### src/rtl/rgb_fade_pwm.sv
`default_nettype none
// ============================================================================
//  Module   : rgb_fade_pwm
//  Purpose  : Cross-fading RGB LED driver. Takes the rotating 6-bit light
//             pattern from the rainbow shift register. Each colour channel
//             owns a duty register that ramps one LSB per ramp tick toward
//             full-on or full-off. The duties are rendered as PWM on the
//             LED pins.
//  Revision : 1.0  initial release
// ----------------------------------------------------------------------------
//  Parameters
//    PWM_BITS  duty / PWM counter width; PWM period = 2**PWM_BITS-1 cycles
//    RAMP_DIV  clk cycles per ramp tick
//    INVERT    1: pins active-low (LED on = 0); 0: pins active-high
//  Ports
//    clk     in   system clock
//    rst_n   in   asynchronous active-low reset
//    en      in   1: run; 0: freeze counters/duties and force the LEDs off
//    phase   in   pattern bits {q_6..q_1}; phase[0]=q_1
//    red     out  red LED pin (PWM, polarity set by INVERT)
//    green   out  green LED pin
//    blue    out  blue LED pin
//    busy    out  1 while any channel duty differs from its target
// ============================================================================
module rgb_fade_pwm #(
    parameter int PWM_BITS = 8,
    parameter int RAMP_DIV = 7812,
    parameter bit INVERT   = 1'b1
) (
    input  logic       clk,
    input  logic       rst_n,
    input  logic       en,
    input  logic [5:0] phase,
    output logic       red,
    output logic       green,
    output logic       blue,
    output logic       busy
);

    // ------------------------------------------------------------------------
    // Constants
    // ------------------------------------------------------------------------
    localparam logic [PWM_BITS-1:0] c_zero     = '0;
    localparam logic [PWM_BITS-1:0] c_one      = PWM_BITS'(1);
    localparam logic [PWM_BITS-1:0] c_dmax     = {PWM_BITS{1'b1}};
    // The PWM counter stops one short of DMAX. Because of this, duty=DMAX is
    // on for every cycle of the period, and duty=0 is never on.
    localparam logic [PWM_BITS-1:0] c_pwm_last = c_dmax - c_one;

    localparam int                  c_ramp_w    = (RAMP_DIV > 1) ? $clog2(RAMP_DIV) : 1;
    localparam logic [c_ramp_w-1:0] c_ramp_zero = '0;
    localparam logic [c_ramp_w-1:0] c_ramp_one  = c_ramp_w'(1);
    localparam logic [c_ramp_w-1:0] c_ramp_last = c_ramp_w'(RAMP_DIV - 1);

    localparam logic c_off = INVERT;

    typedef enum logic [1:0] {
        ST_LOW     = 2'd0,
        ST_RISING  = 2'd1,
        ST_HIGH    = 2'd2,
        ST_FALLING = 2'd3
    } chan_state_t;

    // ------------------------------------------------------------------------
    // Shared counters
    // ------------------------------------------------------------------------
    logic [PWM_BITS-1:0] r_pwm_cnt;
    logic [c_ramp_w-1:0] r_ramp_cnt;
    logic                w_tick;

    logic [2:0]          w_on;
    logic [2:0]          w_mismatch;
    logic [2:0]          r_pin;
    logic                r_busy;

    // Only the even pattern bits select colours (120 degrees apart).
    logic                w_unused_phase;
    assign w_unused_phase = ^{phase[5], phase[3], phase[1]};

    assign w_tick = (r_ramp_cnt == c_ramp_last) && en;

    always_ff @(posedge clk or negedge rst_n) begin
        if (!rst_n) begin
            r_pwm_cnt  <= c_zero;
            r_ramp_cnt <= c_ramp_zero;
        end else if (en) begin
            r_pwm_cnt  <= (r_pwm_cnt == c_pwm_last) ? c_zero : (r_pwm_cnt + c_one);
            r_ramp_cnt <= w_tick ? c_ramp_zero : (r_ramp_cnt + c_ramp_one);
        end
    end

    // ------------------------------------------------------------------------
    // Per-channel fade FSM and duty register
    //   channel 0 = red   (phase[0])
    //   channel 1 = green (phase[2])
    //   channel 2 = blue  (phase[4])
    // ------------------------------------------------------------------------
    for (genvar c = 0; c < 3; c++) begin : g_ch
        chan_state_t         r_state;
        chan_state_t         w_state_nxt;
        logic [PWM_BITS-1:0] r_duty;
        logic [PWM_BITS-1:0] w_duty_nxt;
        logic [PWM_BITS-1:0] w_duty_up;
        logic [PWM_BITS-1:0] w_duty_dn;
        logic                w_tgt;

        assign w_tgt     = phase[2*c];
        assign w_duty_up = r_duty + c_one;
        assign w_duty_dn = r_duty - c_one;

        // Target changes are only looked at on a tick. Because of this, a
        // glitch that returns to its old value between ticks leaves no trace.
        // The can-step guards keep the duty saturated, even if the state and
        // the duty ever disagree.
        always_comb begin
            w_state_nxt = r_state;
            w_duty_nxt  = r_duty;
            if (w_tick) begin
                case (r_state)
                    ST_LOW: begin
                        if (w_tgt) begin
                            w_duty_nxt  = w_duty_up;
                            w_state_nxt = (w_duty_up == c_dmax) ? ST_HIGH : ST_RISING;
                        end
                    end
                    ST_HIGH: begin
                        if (!w_tgt) begin
                            w_duty_nxt  = w_duty_dn;
                            w_state_nxt = (w_duty_dn == c_zero) ? ST_LOW : ST_FALLING;
                        end
                    end
                    default: begin
                        // RISING / FALLING: follow the target. When the
                        // target changes, the direction reverses on the same
                        // tick.
                        if (w_tgt) begin
                            if (r_duty != c_dmax) begin
                                w_duty_nxt  = w_duty_up;
                                w_state_nxt = (w_duty_up == c_dmax) ? ST_HIGH : ST_RISING;
                            end else begin
                                w_state_nxt = ST_HIGH;
                            end
                        end else begin
                            if (r_duty != c_zero) begin
                                w_duty_nxt  = w_duty_dn;
                                w_state_nxt = (w_duty_dn == c_zero) ? ST_LOW : ST_FALLING;
                            end else begin
                                w_state_nxt = ST_LOW;
                            end
                        end
                    end
                endcase
            end
        end

        always_ff @(posedge clk or negedge rst_n) begin
            if (!rst_n) begin
                r_state <= ST_LOW;
                r_duty  <= c_zero;
            end else begin
                r_state <= w_state_nxt;
                r_duty  <= w_duty_nxt;
            end
        end

        assign w_mismatch[c] = (r_duty != (w_tgt ? c_dmax : c_zero));
        assign w_on[c]       = (r_duty > r_pwm_cnt) && en;
    end

    // ------------------------------------------------------------------------
    // Registered pins and busy flag
    // ------------------------------------------------------------------------
    always_ff @(posedge clk or negedge rst_n) begin
        if (!rst_n) begin
            r_pin  <= {3{c_off}};
            r_busy <= 1'b0;
        end else begin
            r_pin  <= w_on ^ {3{c_off}};
            r_busy <= |w_mismatch;
        end
    end

    assign red   = r_pin[0];
    assign green = r_pin[1];
    assign blue  = r_pin[2];
    assign busy  = r_busy;

endmodule
`default_nettype wire
### config.mk
export PLATFORM = sky130hd
export DESIGN_NAME = rgb_fade_pwm
export DESIGN_NICKNAME = d
export VERILOG_FILES = /design/src/rtl/rgb_fade_pwm.sv
export SDC_FILE = /design/constraint.sdc
export NUM_CORES = 1
export LEC_CHECK = 0
export CAP_MARGIN = 20
export CORE_MARGIN = 4
export CORE_UTILIZATION = 50
export CTS_CLUSTER_DIAMETER = 120
export DETAILED_ROUTE_END_ITERATION = 12
export PLACE_DENSITY = 0.75
export SETUP_SLACK_MARGIN = 0.3
export SLEW_MARGIN = 40
export SYNTH_ARGS = -nofsm -noshare
export SYNTH_HDL_FRONTEND = slang
export SYNTH_SLANG_ARGS = --single-unit
### constraint.sdc
create_clock -name clk -period 2.41 [get_ports clk]
set_input_delay 0.6025 -clock clk [delete_from_list [all_inputs] [get_ports clk]]
set_output_delay 0.6025 -clock clk [all_outputs]
set_load 0.01 [all_outputs]
==> flow_metrics.env <==
export IMPL_status="complete, no violations"
export IMPL_ir_worst_vdd_uv=296.2
export IMPL_cts_htree_levels=2
export IMPL_grt_pass1_wl_um=18230
export IMPL_max_stage_delay_ps=560
export IMPL_regToRegSetupSlack_ps=6
export IMPL_start_util=0.5111
export IMPL_critPathLaunchType="register"
export IMPL_dr_first_iter_drc_count=241
export IMPL_wl_per_cell_um=16.77
export IMPL_final_util=0.6381
export IMPL_r2r_cells=6
export IMPL_setup_viol=0
export IMPL_cts_buffers=5
export IMPL_power_total_uw=2397
export IMPL_drt_wl_total_um=11420
export IMPL_yosys_warnings=0
export IMPL_skew_ps=13.78
export IMPL_path_clk_slew_ps=110
export IMPL_synthArstFlopShare=1.000
export IMPL_core_um2=8678
export IMPL_postSynthNetCount=574
export IMPL_path_max_fanout=6
export IMPL_slowest_stage="or4_4"
export IMPL_dieArea_um2=10440
export IMPL_crit_family="simple AND/OR/NAND/NOR gates"
export IMPL_power_density_nw_per_um2=432.9
export IMPL_fp_row_count=34
export IMPL_synth_area_um2=4436
export IMPL_hpwlAfterDp_um=7777
export IMPL_postCtsHoldBufs=0
export IMPL_power_leakage_uw=0.002510
export IMPL_arrival_ps=2620
export IMPL_synth_ff_type="dfrtp_1"
export IMPL_synthDistinctLibCells=64
export IMPL_seq_area_frac_synth=0.3111
export IMPL_crit_required_ps=2630
export IMPL_die_w_um=102.2
export IMPL_avgSynthCellArea_um2=8.465
export IMPL_period_share=0.9973
export IMPL_io_pins=13
export IMPL_slew_headroom=0.6259
export IMPL_synth_seq_cells=55
export IMPL_cts_tree="done"
export IMPL_worst_path_buf_inv=1
export IMPL_drive_gt1_frac=0.2531
export IMPL_antenna_found_initial=0
export IMPL_drc_errors=0
export IMPL_cts_buffer_depth=2
export IMPL_vias_per_cell=6.047
export IMPL_clock_sinks=55
export IMPL_grt_pass1_vias=4008
export IMPL_period_minus_slack_ps=2404
export IMPL_grtUsageTotal=0.2140
export IMPL_gp_congestion=0.9169
export IMPL_cpMostUsedCell="or4_4"
export IMPL_clk_latency_ps=320
export IMPL_port_buffers=9
export IMPL_crit_path_end_kind="register"
export IMPL_critPathKind="reg2reg"
export IMPL_dr_pass1_iters=5
export IMPL_rsz0062_at_grt="true"
export IMPL_antennaDiodeCount=0
export IMPL_slew_viol_final=0
export IMPL_final_antenna_net_count=0
export IMPL_num_vias=4118
export IMPL_synth_edf_count=0
export IMPL_synthCells=524
export IMPL_path_depth=6
export IMPL_worst_slew_pin_slew_ps=555.3
export IMPL_fin_nets=622
export IMPL_cts_root_buf="clkbuf_8"
export IMPL_hold_viol=0
export IMPL_cap_violations=0
export IMPL_die_h_um=102.2
export IMPL_grt_max_degree=23
export IMPL_crit_chain="or4_4 -> or4_4 -> buf_8 -> o31a_1 -> or3_4 -> o311ai_2"
export IMPL_synthToLayoutAreaGrowth_pct=24.85
export IMPL_timing_fmax_mhz=416.1
export IMPL_grt_overflow_total=0
export IMPL_hp_class="in2async"
-- final cells by class --
class,instances,area (um^2)
Multi-Input combinational cell,406,3174
Fill cell,705,3141
Sequential cell,55,1383
Timing Repair Buffer,73,644.4
Tap cell,108,135.1
Inverter,31,120.1
Clock buffer,7,76.32
Clock inverter,1,5.005
-- per-layer routing --
| metal | global-route usage | share of wire |
|---|---|---|
| met5 | 0 | 0 |
| met3 | 0.03891 | 0.042 |
| met1 | 0.2685 | 0.42 |
| met2 | 0.3753 | 0.52 |
| met4 | 0.06256 | 0.023 |
-- metrics by stage --
step / worst slack [ps] / TNS [ps] / instances / hold WS, ps / cell area [um^2]
3_3_place_gp: -199.0 / -2217 / 660 / 478.8 / 4945
3_5_place_dp: -229.4 / -2960 / 660 / 493.1 / 4945
2_1_floorplan: 143.6 / 0 / 524 / 306.9 / 4492
4_1_cts: 91.16 / 0 / 674 / 233.3 / 5177
6_report: 6.460 / 0 / 681 / 212.7 / 5538
5_1_grt: -39.00 / -171.5 / 681 / 249.4 / 5538
-- repair_timing --
action,CTS,global route
hold endpoints to repair,0,0
pin swaps,18,19
buffers inserted,6,6
cloned,0,1
endpoints found under the setup margin,32,36
gates resized for setup,28,64
-- worst register-to-register path, stage by stage (launching register included) --
cell	delay [ps]
dfrtp_1	400
or4_4	560
or4_4	540
buf_8	160
o31a_1	240
or3_4	330
o311ai_2	80
-- flip-flops by register name (all words and copies together), names as in the netlist --
| register | count |
|---|---|
| g_ch.r_duty | 24 |
| r_pin | 3 |
| r_pwm_cnt | 8 |
| r_ramp_cnt | 13 |
| busy | 1 |
| g_ch.r_state | 6 |
-- synth_stat cells, drive strengths merged, types with 2 or more instances --
cell	instances	area [um^2]
nor3	9	45.04
or4	4	33.78
and3	9	56.30
o311a	2	20.02
nand2b	14	87.58
dfrtp	52	1301
inv	31	116.4
a21boi	2	15.02
ha	41	513.0
a2111oi	2	17.52
nor3b	6	45.04
o21ai	27	135.1
nor4	10	77.57
nand3	20	100.1
xor2	14	122.6
a41oi	2	17.52
nand2	47	176.4
nand4	17	106.4
o211ai	6	45.04
o32ai	2	17.52
a211oi	4	30.03
o41ai	2	17.52
dfstp	3	78.83
buf	6	33.78
o31ai	7	52.55
mux2	3	33.78
nor2	34	135.1
xnor2	34	297.8
nor4b	2	17.52
o22ai	6	37.54
clkbuf	26	98.84
and2	2	12.51
nand4b	2	17.52
nand3b	2	15.01
or3	6	37.54
a21o	8	60.06
nor2b	7	43.79
a21oi	31	162.7
a31oi	5	31.28
-- report_power, final --
| part | switching, uW | internal (uW) | total, uW |
|---|---|---|---|
| logic | 397 | 339 | 736 |
| registers | 113 | 1030 | 1140 |
| clock network | 316 | 206 | 521 |
| total | 826 | 1570 | 2400 |
-- cells by family (layout without fill, tap and decap cells) --
family | count (synthesis) | in the layout | share of synthesized area
simple gates | 194 | 194 | 0.2333
fa+ha+maj | 41 | 41 | 0.1157
flops | 55 | 55 | 0.3111
compound gates | 119 | 119 | 0.1791
mux | 4 | 4 | 0.009873
xor+xnor | 48 | 48 | 0.09478
buf+inv | 63 | 112 | 0.05613
-- placed cells by master (no fill, tap or decap), drive strengths merged, types with 3 or more instances in the layout --
| cell | instances |
|---|---|
| a211oi | 4 |
| nand2 | 47 |
| or3 | 6 |
| nor2 | 34 |
| a31oi | 5 |
| xnor2 | 34 |
| o211ai | 6 |
| nor3b | 6 |
| nor3 | 9 |
| xor2 | 14 |
| nand4 | 17 |
| and3 | 9 |
| clkbuf | 8 |
| o22ai | 6 |
| a21o | 8 |
| inv | 30 |
| buf | 64 |
| nand2b | 14 |
| a21oi | 31 |
| nor2b | 7 |
| ha | 41 |
| o21ai | 27 |
| nand3 | 20 |
| dfstp | 3 |
| dfrtp | 52 |
| or4 | 4 |
| nor4 | 10 |
| mux2 | 3 |
| clkdlybuf4s50 | 8 |
| o31ai | 7 |
-- final timing paths --
kind	start	endpoint
max	r_ramp_cnt[5]$_DFFE_PN0P_	g_ch[2].r_state[0]$_DFFE_PN0P_
min	rst_n	r_ramp_cnt[9]$_DFFE_PN0P_
max reg2reg	r_ramp_cnt[5]$_DFFE_PN0P_	g_ch[2].r_state[0]$_DFFE_PN0P_
min reg2reg	r_ramp_cnt[4]$_DFFE_PN0P_	r_ramp_cnt[4]$_DFFE_PN0P_
max in group asynchronous	rst_n	r_pin[0]$_DFF_PN1_
min in group clk	r_ramp_cnt[4]$_DFFE_PN0P_	r_ramp_cnt[4]$_DFFE_PN0P_
Note: power is estimated with default switching activity, not from simulation.
